[src/rtl/regfile_write_arbiter.sv]
// Write-port arbiter for a 32-entry register file: grants one of two writeback
// sources per cycle, tracks busy registers reserved by multi-cycle ops, and flags decode hazards.
module regfile_write_arbiter #(
    parameter int DATA_W    = 32,
    parameter int ADDR_W    = 5,
    parameter int RR_ENABLE = 1
) (
    input  logic                   clk,
    input  logic                   rst,
    input  logic                   a_valid,
    input  logic [ADDR_W-1:0]      a_dest,
    input  logic [DATA_W-1:0]      a_data,
    output logic                   a_ready,
    input  logic                   b_valid,
    input  logic [ADDR_W-1:0]      b_dest,
    input  logic [DATA_W-1:0]      b_data,
    output logic                   b_ready,
    input  logic                   rsv_valid,
    input  logic [ADDR_W-1:0]      rsv_dest,
    output logic                   rsv_ready,
    input  logic [ADDR_W-1:0]      chk_src1,
    input  logic [ADDR_W-1:0]      chk_src2,
    output logic                   hazard,
    output logic                   wr_en,
    output logic [ADDR_W-1:0]      wr_dest,
    output logic [DATA_W-1:0]      wr_val,
    output logic [2**ADDR_W-1:0]   busy_vec
);

    localparam int NREG = 2**ADDR_W;

    logic            grant_a_s;
    logic            grant_b_s;
    logic            conflict_s;
    logic            rr_ptr_r;
    logic            rsv_bypass_s;
    logic [NREG-1:0] busy_r;
    logic [NREG-1:0] busy_nxt_s;
    logic [NREG-1:0] clr_mask_s;
    logic [NREG-1:0] set_mask_s;
    logic [NREG-1:0] one_hot_s;

    assign conflict_s = a_valid & b_valid;

    // Grant selection: rr_ptr_r set means B wins the next conflict.
    always_comb begin
        grant_a_s = 1'b0;
        grant_b_s = 1'b0;
        if (conflict_s) begin
            if ((RR_ENABLE != 0) && rr_ptr_r) begin
                grant_b_s = 1'b1;
            end else begin
                grant_a_s = 1'b1;
            end
        end else begin
            grant_a_s = a_valid;
            grant_b_s = b_valid;
        end
    end

    assign a_ready = grant_a_s;
    assign b_ready = grant_b_s;

    // A reservation may land on a register being released by a B grant on the
    // same edge; the new reservation then wins.
    assign rsv_bypass_s = grant_b_s & (b_dest == rsv_dest);
    assign rsv_ready    = rsv_valid & (~busy_r[rsv_dest] | rsv_bypass_s);

    assign one_hot_s  = {{(NREG-1){1'b0}}, 1'b1};
    assign clr_mask_s = grant_b_s ? (one_hot_s << b_dest)   : {NREG{1'b0}};
    assign set_mask_s = rsv_ready ? (one_hot_s << rsv_dest) : {NREG{1'b0}};

    // Next scoreboard value; set after clear so a same-edge reservation survives.
    always_comb begin
        busy_nxt_s    = (busy_r & ~clr_mask_s) | set_mask_s;
        busy_nxt_s[0] = 1'b0;
    end

    // Scoreboard and round-robin pointer state.
    always_ff @(posedge clk or negedge rst) begin
        if (!rst) begin
            busy_r   <= {NREG{1'b0}};
            rr_ptr_r <= 1'b0;
        end else begin
            busy_r <= busy_nxt_s;
            if (conflict_s) begin
                rr_ptr_r <= grant_a_s;
            end else begin
                rr_ptr_r <= rr_ptr_r;
            end
        end
    end

    // Registered register-file write port; writes to r0 are swallowed.
    always_ff @(posedge clk or negedge rst) begin
        if (!rst) begin
            wr_en   <= 1'b0;
            wr_dest <= {ADDR_W{1'b0}};
            wr_val  <= {DATA_W{1'b0}};
        end else if (grant_a_s && (a_dest != {ADDR_W{1'b0}})) begin
            wr_en   <= 1'b1;
            wr_dest <= a_dest;
            wr_val  <= a_data;
        end else if (grant_b_s && (b_dest != {ADDR_W{1'b0}})) begin
            wr_en   <= 1'b1;
            wr_dest <= b_dest;
            wr_val  <= b_data;
        end else begin
            wr_en   <= 1'b0;
            wr_dest <= wr_dest;
            wr_val  <= wr_val;
        end
    end

    assign busy_vec = busy_r;

    assign hazard = (busy_r[chk_src1] && (chk_src1 != {ADDR_W{1'b0}})) ||
                    (busy_r[chk_src2] && (chk_src2 != {ADDR_W{1'b0}})) ||
                    (wr_en && (wr_dest != {ADDR_W{1'b0}}) &&
                     ((wr_dest == chk_src1) || (wr_dest == chk_src2)));

endmodule

[config.mk]
export PLATFORM = sky130hd
export DESIGN_NAME = regfile_write_arbiter
export DESIGN_NICKNAME = d
export VERILOG_FILES = /design/src/rtl/regfile_write_arbiter.sv
export SDC_FILE = /design/constraint.sdc
export NUM_CORES = 1
export LEC_CHECK = 0
export BUFFER_PORTS_ARGS = -buffer_cell sky130_fd_sc_hd__buf_2
export CAP_MARGIN = 20
export CORE_MARGIN = 1.5
export CORE_UTILIZATION = 50
export CTS_CLUSTER_DIAMETER = 80
export DETAILED_ROUTE_END_ITERATION = 7
export MAX_ROUTING_LAYER = met4
export PLACE_DENSITY = 0.82
export REMOVE_ABC_BUFFERS = 1
export SYNTH_ARGS = -nofsm -noshare
export SYNTH_HDL_FRONTEND = slang
export SYNTH_SLANG_ARGS = --single-unit
[constraint.sdc]
create_clock -name clk -period 3.35 [get_ports clk]
set_clock_uncertainty 0.2 [all_clocks]
set_input_delay 0.67 -clock clk [delete_from_list [all_inputs] [get_ports clk]]
set_output_delay 0.67 -clock clk [all_outputs]
set_load 0.02 [all_outputs]
Word-level counts from Yosys, hierarchy flattened --
Index checks and enable logic that the tools add are counted.
Operators by class: equal/unequal tests 3, order comparisons 3, shift-type cells 2, reductions and logical operators 15, bitwise gates (word level) 8, multiplexer cells 18
Operator list (number):
- two-way mux 32 bit | 4
- left shift 1 x 5 -> 32 bit, first input constant | 2
- bitwise AND 32 bit | 1
- inverter 32 bit | 1
- OR 32 bit | 1
- nonzero test 5 bit | 5
- less-than comparator 5 x 6 -> 1 bit, second input constant | 3
- binary-select mux 1 bit (select 5 bit) | 3
- equality test 5 bit | 3
- two-way mux 5 bit | 2
- two-way mux 1 bit | 9
- logical AND 1 bit | 6
- bitwise AND 1 bit | 3
- logical OR 1 bit | 3
- nonzero test 2 bit | 1
- inverter 1 bit | 1
- OR 1 bit | 1
Storage, ports and cells: logic and storage cells 54, output and inout port bits 74, flip-flop bits (word level) 70

Logic depth before layout (Yosys ltp) --
Gate-level depths: netlist of run 1.
word-level depth 7, gate-level depth with buffers 8, gate-level depth less buffers 5

Worst setup path after synthesis of run 1 --
No wires, ideal clock.
kind input-to-output, start point input chk_src2[0], end point output hazard, arrival time 2214 ps, required time 2480 ps, stages 5, setup slack 266 ps, cell sequence buf_2 > mux4_2 > mux4_2 > mux2i_1 > nand3_1
Between the ends: cells in the longest elaborated chain, start to end 5, elaborated cells on any way between the ends 9
Ends and longest elaborated chain:
- from (decl) | RTL line 22 | input logic [ADDR_W-1:0] chk_src2,
- binary-select mux 1 bit (select 5 bit) | RTL line 118 | (busy_r[chk_src2] && (chk_src2 != {ADDR_W{1'b0}})) ||
- two-way mux 1 bit (not written as such) | RTL line 118
- logical AND 1 bit | RTL line 118
- logical OR 1 bit | RTL line 117 | assign hazard = (busy_r[chk_src1] && (chk_src1 != {ADDR_W{1'b0}})) ||
- logical OR 1 bit (*) | RTL line 118
- to (decl) | RTL line 23 | output logic hazard,
Mark *: on every way between the ends. The rest lies on a longest branch, timed or not. The select of a mux whose other input is x is not followed.

Worst setup path after layout of run 1 --
start point input rsv_dest[0], end point output rsv_ready
Between the ends: cells in the longest elaborated chain, start to end 5, elaborated cells on any way between the ends 7
Ends and longest elaborated chain:
- from (decl) | RTL line 19 | input logic [ADDR_W-1:0] rsv_dest,
- binary-select mux 1 bit (select 5 bit) | RTL line 67 | assign rsv_ready = rsv_valid & (~busy_r[rsv_dest] | rsv_bypass_s);
- two-way mux 1 bit (not written as such) | RTL line 67
- inverter 1 bit | RTL line 67
- OR 1 bit (*) | RTL line 67
- bitwise AND 1 bit (*) | RTL line 67
- to (decl) | RTL line 20 | output logic rsv_ready,
Marks and branches as above.

==> results of run 1 <==
==> cells in the mapped netlist, types with 5 or more instances <==
cell / number / area (um2)
and3b_1: 5 / 43.79
mux2i_1: 48 / 480.5
nand2_1: 16 / 60.06
clkbuf_1: 14 / 52.55
buf_1: 10 / 37.54
inv_1: 10 / 37.54
xnor2_1: 11 / 96.34
a31oi_1: 12 / 75.07
nand3_1: 28 / 140.1
nor2_1: 43 / 161.4
a32o_1: 25 / 250.2
xor2_1: 5 / 43.79
a31o_2: 6 / 52.55
a21oi_1: 33 / 165.2
buf_4: 6 / 45.04
dfrtp_1: 70 / 1752
mux4_2: 17 / 382.9
buf_2: 5 / 25.02
==> stage by stage <==
step	hold slack, ns	setup WS (ns)
floorplan	0.1744	-5.864
global placement	0.2948	0.1481
detailed placement	0.3148	0.09500
CTS	0.2279	0.08681
global route	0.2766	0.01620
finish	0.2096	0.06902
==> routing by layer <==
layer	vias to the layer above	track usage (%)
met5	-	-
met4	0	15.56
met3	47	6.398
met2	245	46.36
met1	1996	37.77
li1	1834	-
==> layout make-up <==
class	count	area share, %
Tap cell	105	2.407
Multi-Input combinational cell	290	43.32
Sequential cell	70	32.09
Clock buffer	10	2.338
Timing Repair Buffer	179	17.47
Clock inverter	6	1.696
Inverter	10	0.6876
==> state kept, by name, indices dropped and copies added (netlist names) <==
| name | cells |
|---|---|
| rr_ptr_r | 1 |
| wr_dest | 5 |
| busy_vec | 31 |
| wr_val | 32 |
| wr_en | 1 |
==> worst min-delay path by stage <==
stage / from / endpoint / slack (ns)
finish: rst / busy_vec[29] / 0.21
floorplan: rst / busy_vec[10] / 0.17
global placement: rr_ptr_r / rr_ptr_r / 0.29
detailed placement: wr_val[23] / wr_val[23] / 0.31
CTS: rst / busy_vec[29] / 0.23
global route: rst / busy_vec[28] / 0.28
==> power breakdown <==
group	total, W	switching (W)	internal (W)
Sequential	0.00141	0.000297	0.00111
Combinational	0.00163	0.000932	0.000696
Clock	0.000775	0.000350	0.000425
==> logic make-up after synthesis <==
group           Yosys count  share of synthesized area [%]
mux                      72                          23.20
flops                    70                          40.39
buf+inv                  49                          5.597
simple gates            115                          12.87
compound gates           86                          14.63
xor+xnor                 16                          3.231
other cells               1                        0.08647
==> qor.txt, run 1 <==
Status -> finished clean
Worst path bufs/invs -> 3
Crit-path max cell delay -> 0.34 ns
Power Density -> 698.1 nW/um2
DRT antenna net count -> 0
CTS tree -> done
End-of-flow core utilization -> 65.78%
Crit share post-route -> 97.94%
R2r startpoint -> busy_vec[25]
Worst path depth -> 8
Multi-input gate area -> 2365 um2
HPWL Detailed -> 10.10 mm
Worst slew pin tran -> 0.8172 ns
Synth warnings -> 0
Die Y-Extent -> 96.13 um
Post-Synthesis Cells -> 409
Setup Crit Path Kind -> in2out
R2R Setup Slk -> 0.97 ns
FP Rows -> 33
Final count of hold timing violations -> 0
Via/cell ratio -> 6.152
Vias -> 4122
Worst hold path class -> in2async
Share of cells above drive strength 1 -> 40.00%
Max cap viols -> 0
Worst Path Required -> 2.48 ns
Drt drc -> 0
Lkg Pwr -> 2.639 nW
CTS HTree Levels -> 3
Fillers -> 664
Crit path cell chain -> buf_2, buf_4, mux2_2, a211o_1, a31oi_1, a211o_4, and2_1, buf_2
Most common cell after layout, fill and taps aside -> buf_2
Mean Syn Cell Area -> 10.60 um2
Post-synthesis cell area -> 4337 um2
Sinks on Clock Net -> 70
Nets -> 654
Die width -> 96.13 um
Top Metal Used -> met4
Area post-placement -> 5239 um2
Cell family with most CP delay -> compound AO/OA/AOI/OAI gates
EDFF count, synth -> 0
Worst-Skew Late Latency -> 0.35 ns
Die Footprint -> 9241 um2
Fmax -> 304.8 MHz
Seq/Total Area, Yosys -> 40.39%
Maximum fanout along the worst path -> 12
VDD IR max -> 0.0003489 V
Gr ovfl total -> 0
Most common cell on crit path -> buf_2
Router iterations before antenna repair -> 5
Slowest CP cell -> mux2_2
Post-synth ARST share -> 100.0%
CTS resizes -> 0
Routability congestion estimate -> 0.9726
Total CTS buffers -> 9
Crit path time final -> 3.281 ns
Slew HR -> 45.52%
CP endpoint -> rsv_ready
Setup TNS -> 0 ns
Setup violators final -> 0
# Post-CTS Setup Buffers -> 0
Antenna diodes -> 0
Met2 wire len -> 6.723 mm
CP Launch Point -> rsv_dest[0]
Core Region -> 8299 um2
Commonest cells after routing, fill and taps aside -> buf_2 (166), dfrtp_1 (70), mux2i_1 (48), nor2_1 (43), a21oi_1 (33)
Crit path arrival time -> 2.41 ns
Yosys reg bits -> 70
Crit start category -> input port
Initial Util -> 52.25%
Overall power -> 0.003811 W
First-pass GRT wire length -> 20.18 mm
Post-Place Cells -> 654
Vias in the first global route -> 3914
Clock Tree Buf Depth -> 2
DRT Wirelength -> 13.56 mm
IO Pins -> 168
Worst r2r dst -> busy_vec[23]
Hold buffer count at cts -> 0
Crit end category -> primary output
Port Buffers -> 166
WL met3 -> 1.308 mm
R2R depth -> 6
WL/cell -> 20.24 um
Initial DRC Count -> 368
Slew Viols, Final -> 0
Post-Layout Inst Area -> 5459 um2
Count of cell types in the netlist -> 41
Post-synth top flop -> dfrtp_1
Clock-pin slew on the worst setup and hold paths -> 0.08 ns
Register area -> 1752 um2
Root Driver -> clkbuf_8
RSZ-0062 raised after global routing -> no
Synthesis-to-finish area growth -> 25.88%
All-layer global routing usage -> 30.25%
Wl on met1 -> 5.159 mm
Layout Cells excl Fill -> 670
Antenna violations before repair -> 0
Largest net degree at the start of global routing -> 76
No activity file was read; power rests on OpenSTA's default activity.
==> run 2, diff against run 1 <==
--- a/config.mk
+++ b/config.mk
@@ -5,14 +5,15 @@
 export SDC_FILE = /design/constraint.sdc
 export NUM_CORES = 1
 export LEC_CHECK = 0
+export ABC_AREA = 1
 export BUFFER_PORTS_ARGS = -buffer_cell sky130_fd_sc_hd__buf_2
 export CAP_MARGIN = 20
 export CORE_MARGIN = 1.5
-export CORE_UTILIZATION = 50
+export CORE_UTILIZATION = 51
 export CTS_CLUSTER_DIAMETER = 80
 export DETAILED_ROUTE_END_ITERATION = 7
 export MAX_ROUTING_LAYER = met4
-export PLACE_DENSITY = 0.82
+export PLACE_DENSITY = 0.81
 export REMOVE_ABC_BUFFERS = 1
 export SYNTH_ARGS = -nofsm -noshare
 export SYNTH_HDL_FRONTEND = slang
==> qor.txt, run 2 <==
Worst slew pin tran -> 0.5567 ns (-0.2605 ns)
Count of cell types in the netlist -> 28 (-32%)
Crit share post-route -> 87.80% (-10 points)
Gr ovfl total -> 0 (unchanged)
# Post-CTS Setup Buffers -> 0 (unchanged)
R2r startpoint -> rr_ptr_r
CTS resizes -> 0 (unchanged)
Post-synthesis compound-gate area fraction -> 15.13% (+0.50 points)
DRT antenna net count -> 0 (unchanged)
Nets -> 934 (+43%)
Commonest cells after routing, fill and taps aside -> nand2_1 (180), buf_2 (166), nand3_1 (113), nor2_1 (78), dfrtp_1 (70)
Commonest cells in the synthesized netlist -> nand2_1 (181), nand3_1 (113), nor2_1 (78), dfrtp_1 (70), o21ai_0 (60)
Post-Layout Inst Area -> 5754 um2 (+5.4%)
Final count of hold timing violations -> 0 (unchanged)
R2R Setup Slk -> 1.21 ns (+0.24 ns)
Vias in the first global route -> 4899 (+25%)
Most frequent cell after synthesis -> nand2_1
Share of cells above drive strength 1 -> 25.68% (-14 points)
Largest net degree at the start of global routing -> 60 (-21%)
RSZ-0062 raised after global routing -> no
Routability congestion estimate -> 0.9753 (+0.28%)
Crit path arrival time -> 2.07 ns (-0.34 ns)
Clock-pin slew on the worst setup and hold paths -> 0.08 ns (about the same)
Lkg Pwr -> 2.889 nW (+9.5%)
Fmax -> 340.0 MHz (+12%)
Synthesis-to-finish area growth -> 20.99%
Core Region -> 9153 um2 (+10%)
Post-Place Cells -> 940 (+44%)
Sinks on Clock Net -> 70 (unchanged)
Post-synthesis cell area -> 4756 um2 (+9.7%)
Antenna diodes -> 0 (unchanged)
Met1 Usage GRT -> 46.68% (+8.9 points)
Max cap viols -> 0 (unchanged)
Slew Viols, Final -> 0 (unchanged)
Reg with most FFs -> wr_val
Setup WS pre-CTS -> 0.4316 ns (+0.3366 ns)
Die width -> 99.57 um (+3.6%)
Clock Tree Buf Depth -> 2 (unchanged)
First-pass GRT wire length -> 25.25 mm (+25%)
Post-synth top flop -> dfrtp_1
Worst-Skew Late Latency -> 0.35 ns (about the same)
Antenna violations before repair -> 0 (unchanged)
Xor-xnor portion of the synthesized cell area -> 1.105% (-2.1 points)
Die Y-Extent -> 99.57 um (+3.6%)
Crit end category -> primary output
Initial DRC Count -> 537 (+46%)
VDD IR max -> 0.0002851 V (-18%)
Via/cell ratio -> 5.793 (-5.8%)
Initial Util -> 51.96% (-0.29 points)
Maximum fanout along the worst path -> 16 (+4)
Worst Path Required -> 2.48 ns (about the same)
Crit start category -> input port
Setup Crit Path Kind -> in2out
Largest family of logic cells by synthesized area -> simple AND/OR/NAND/NOR gates
CTS tree -> done
CTS HTree Levels -> 3 (unchanged)
Crit path time final -> 2.941 ns (-0.3396 ns)
R2R depth -> 8 (+2)
Worst r2r dst -> wr_dest[1]
M2 GR Usage -> 49.42% (+3.1 points)
WL/cell -> 16.75 um (-17%)
HPWL Detailed -> 11.58 mm (+15%)
Drt drc -> 0 (unchanged)
Post-synthesis simple-gate area fraction -> 38.17% (+25 points)
Area post-placement -> 5555 um2 (+6.0%)
Layout Cells excl Fill -> 956 (+43%)
Status -> finished clean
EDFF count, synth -> 0 (unchanged)
Total CTS buffers -> 9 (unchanged)
Multiplexer share of the synthesized area -> 0% (-23 points)
Post-synth ARST share -> 100.0% (unchanged)
Synth area leader -> dfrtp_1
DRT Wirelength -> 16.01 mm (+18%)
FP Rows -> 35 (+6.1%)
Mean Syn Cell Area -> 6.794 um2 (-36%)
Overall power -> 0.003059 W (-20%)
Slew HR -> 62.88% (+17 points)
Met3 Track Usage GR -> 4.427% (-2.0 points)
Synth Area in Adders -> 0% (unchanged)
All-layer global routing usage -> 32.79% (+2.5 points)
Max reg flops -> 32 (unchanged)
Worst Slack Setup Final -> 0.4086 ns (+0.3396 ns)
Worst hold path class -> in2async
IO Pins -> 168 (unchanged)
Router iterations before antenna repair -> 6 (+1)
Port Buffers -> 166 (unchanged)
Vias -> 5538 (+34%)
Top cells by area, synth -> dfrtp_1 (37%), nand2_1 (14%), nand3_1 (12%)
Yosys reg bits -> 70 (unchanged)
Post-Synthesis Cells -> 700 (+71%)
Area share of the largest cell type after synthesis -> 36.83% (-3.6 points)
Root Driver -> clkbuf_8
Seq/Total Area, Yosys -> 36.83% (-3.6 points)
Busiest layer in global routing -> met2
Setup violators final -> 0 (unchanged)
Synth warnings -> 0 (unchanged)
Die Footprint -> 9913 um2 (+7.3%)
Most common cell after layout, fill and taps aside -> nand2_1
Power Density -> 531.5 nW/um2 (-24%)
Hold buffer count at cts -> 0 (unchanged)
-- run 2: changes by cell type in the layout (fill, tap and decap cells not counted), sizes merged, moves of 23 or more --
cell   change
inv       +26
a31oi     +23
nand3     +96
nand2    +167
o21ai     +63
a32o      -25
mux2i     -48
nor2      +36
-- run 2: area by class of cell --
class                           instances  area (um2)
Timing Repair Buffer                  179       928.4
Sequential cell                        70        1752
Clock inverter                          6       71.32
Multi-Input combinational cell        542        2594
Inverter                               38       142.6
Fill cell                             872        3398
Clock buffer                           10       127.6
Tap cell                              111       138.9
-- run 2: layer usage --
metal | vias up | wire (um)
met2 | 297 | 7520
met5 | - | 0
li1 | 2651 | -
met4 | 0 | 252
met1 | 2560 | 6808
met3 | 30 | 1430
-- run 2: where the power goes --
group / internal, W / leakage, nW / switching [W] / total [W]
sequential: 0.00102 / 0.839 / 0.000221 / 0.00124
clock: 0.000350 / 0.0931 / 0.000356 / 0.000705
combinational: 0.000373 / 1.96 / 0.000737 / 0.00111
total: 0.00174 / 2.89 / 0.00131 / 0.00306
-- run 2: cell families (layout without fill, tap and decap cells) --
| logic type | after synthesis | after routing |
|---|---|---|
| compound gates | 126 | 126 |
| simple gates | 409 | 409 |
| flops | 70 | 70 |
| buf+inv | 88 | 233 |
| xor+xnor | 6 | 6 |
| other cells | 1 | 1 |
-- run 2: per-stage QoR --
| stage | utilization (%) | setup TNS (ns) | hold WS (ns) |
|---|---|---|---|
| finish | 62.87 | 0 | 0.1480 |
| global route | 62.87 | 0 | 0.1780 |
| CTS | 62.87 | 0 | 0.1615 |
| detailed placement | 60.70 | 0 | 0.3332 |
| global placement | 60.70 | 0 | 0.3232 |
| floorplan | - | -22.44 | 0.1744 |
-- run 2: worst max path at each step --
stage	startpoint	end	slack [ns]	cells after the start
finish	rsv_dest[2]	rsv_ready	0.41	10
global route	chk_src2[0]	hazard	0.19	11
CTS	chk_src2[0]	hazard	0.43	11
detailed placement	chk_src2[0]	hazard	0.43	11
global placement	chk_src2[0]	hazard	0.48	11
floorplan	a_valid	wr_dest[0]	-0.66	6
-- run 2: critical path, stage by stage --
cell and delay [ns]:
buf_2 0.24, inv_1 0.30, nand2_1 0.15, nand4_1 0.11, nor2_1 0.12, nand3_1 0.12
nand3_4 0.12, nand2_1 0.05, inv_1 0.04, buf_2 0.15
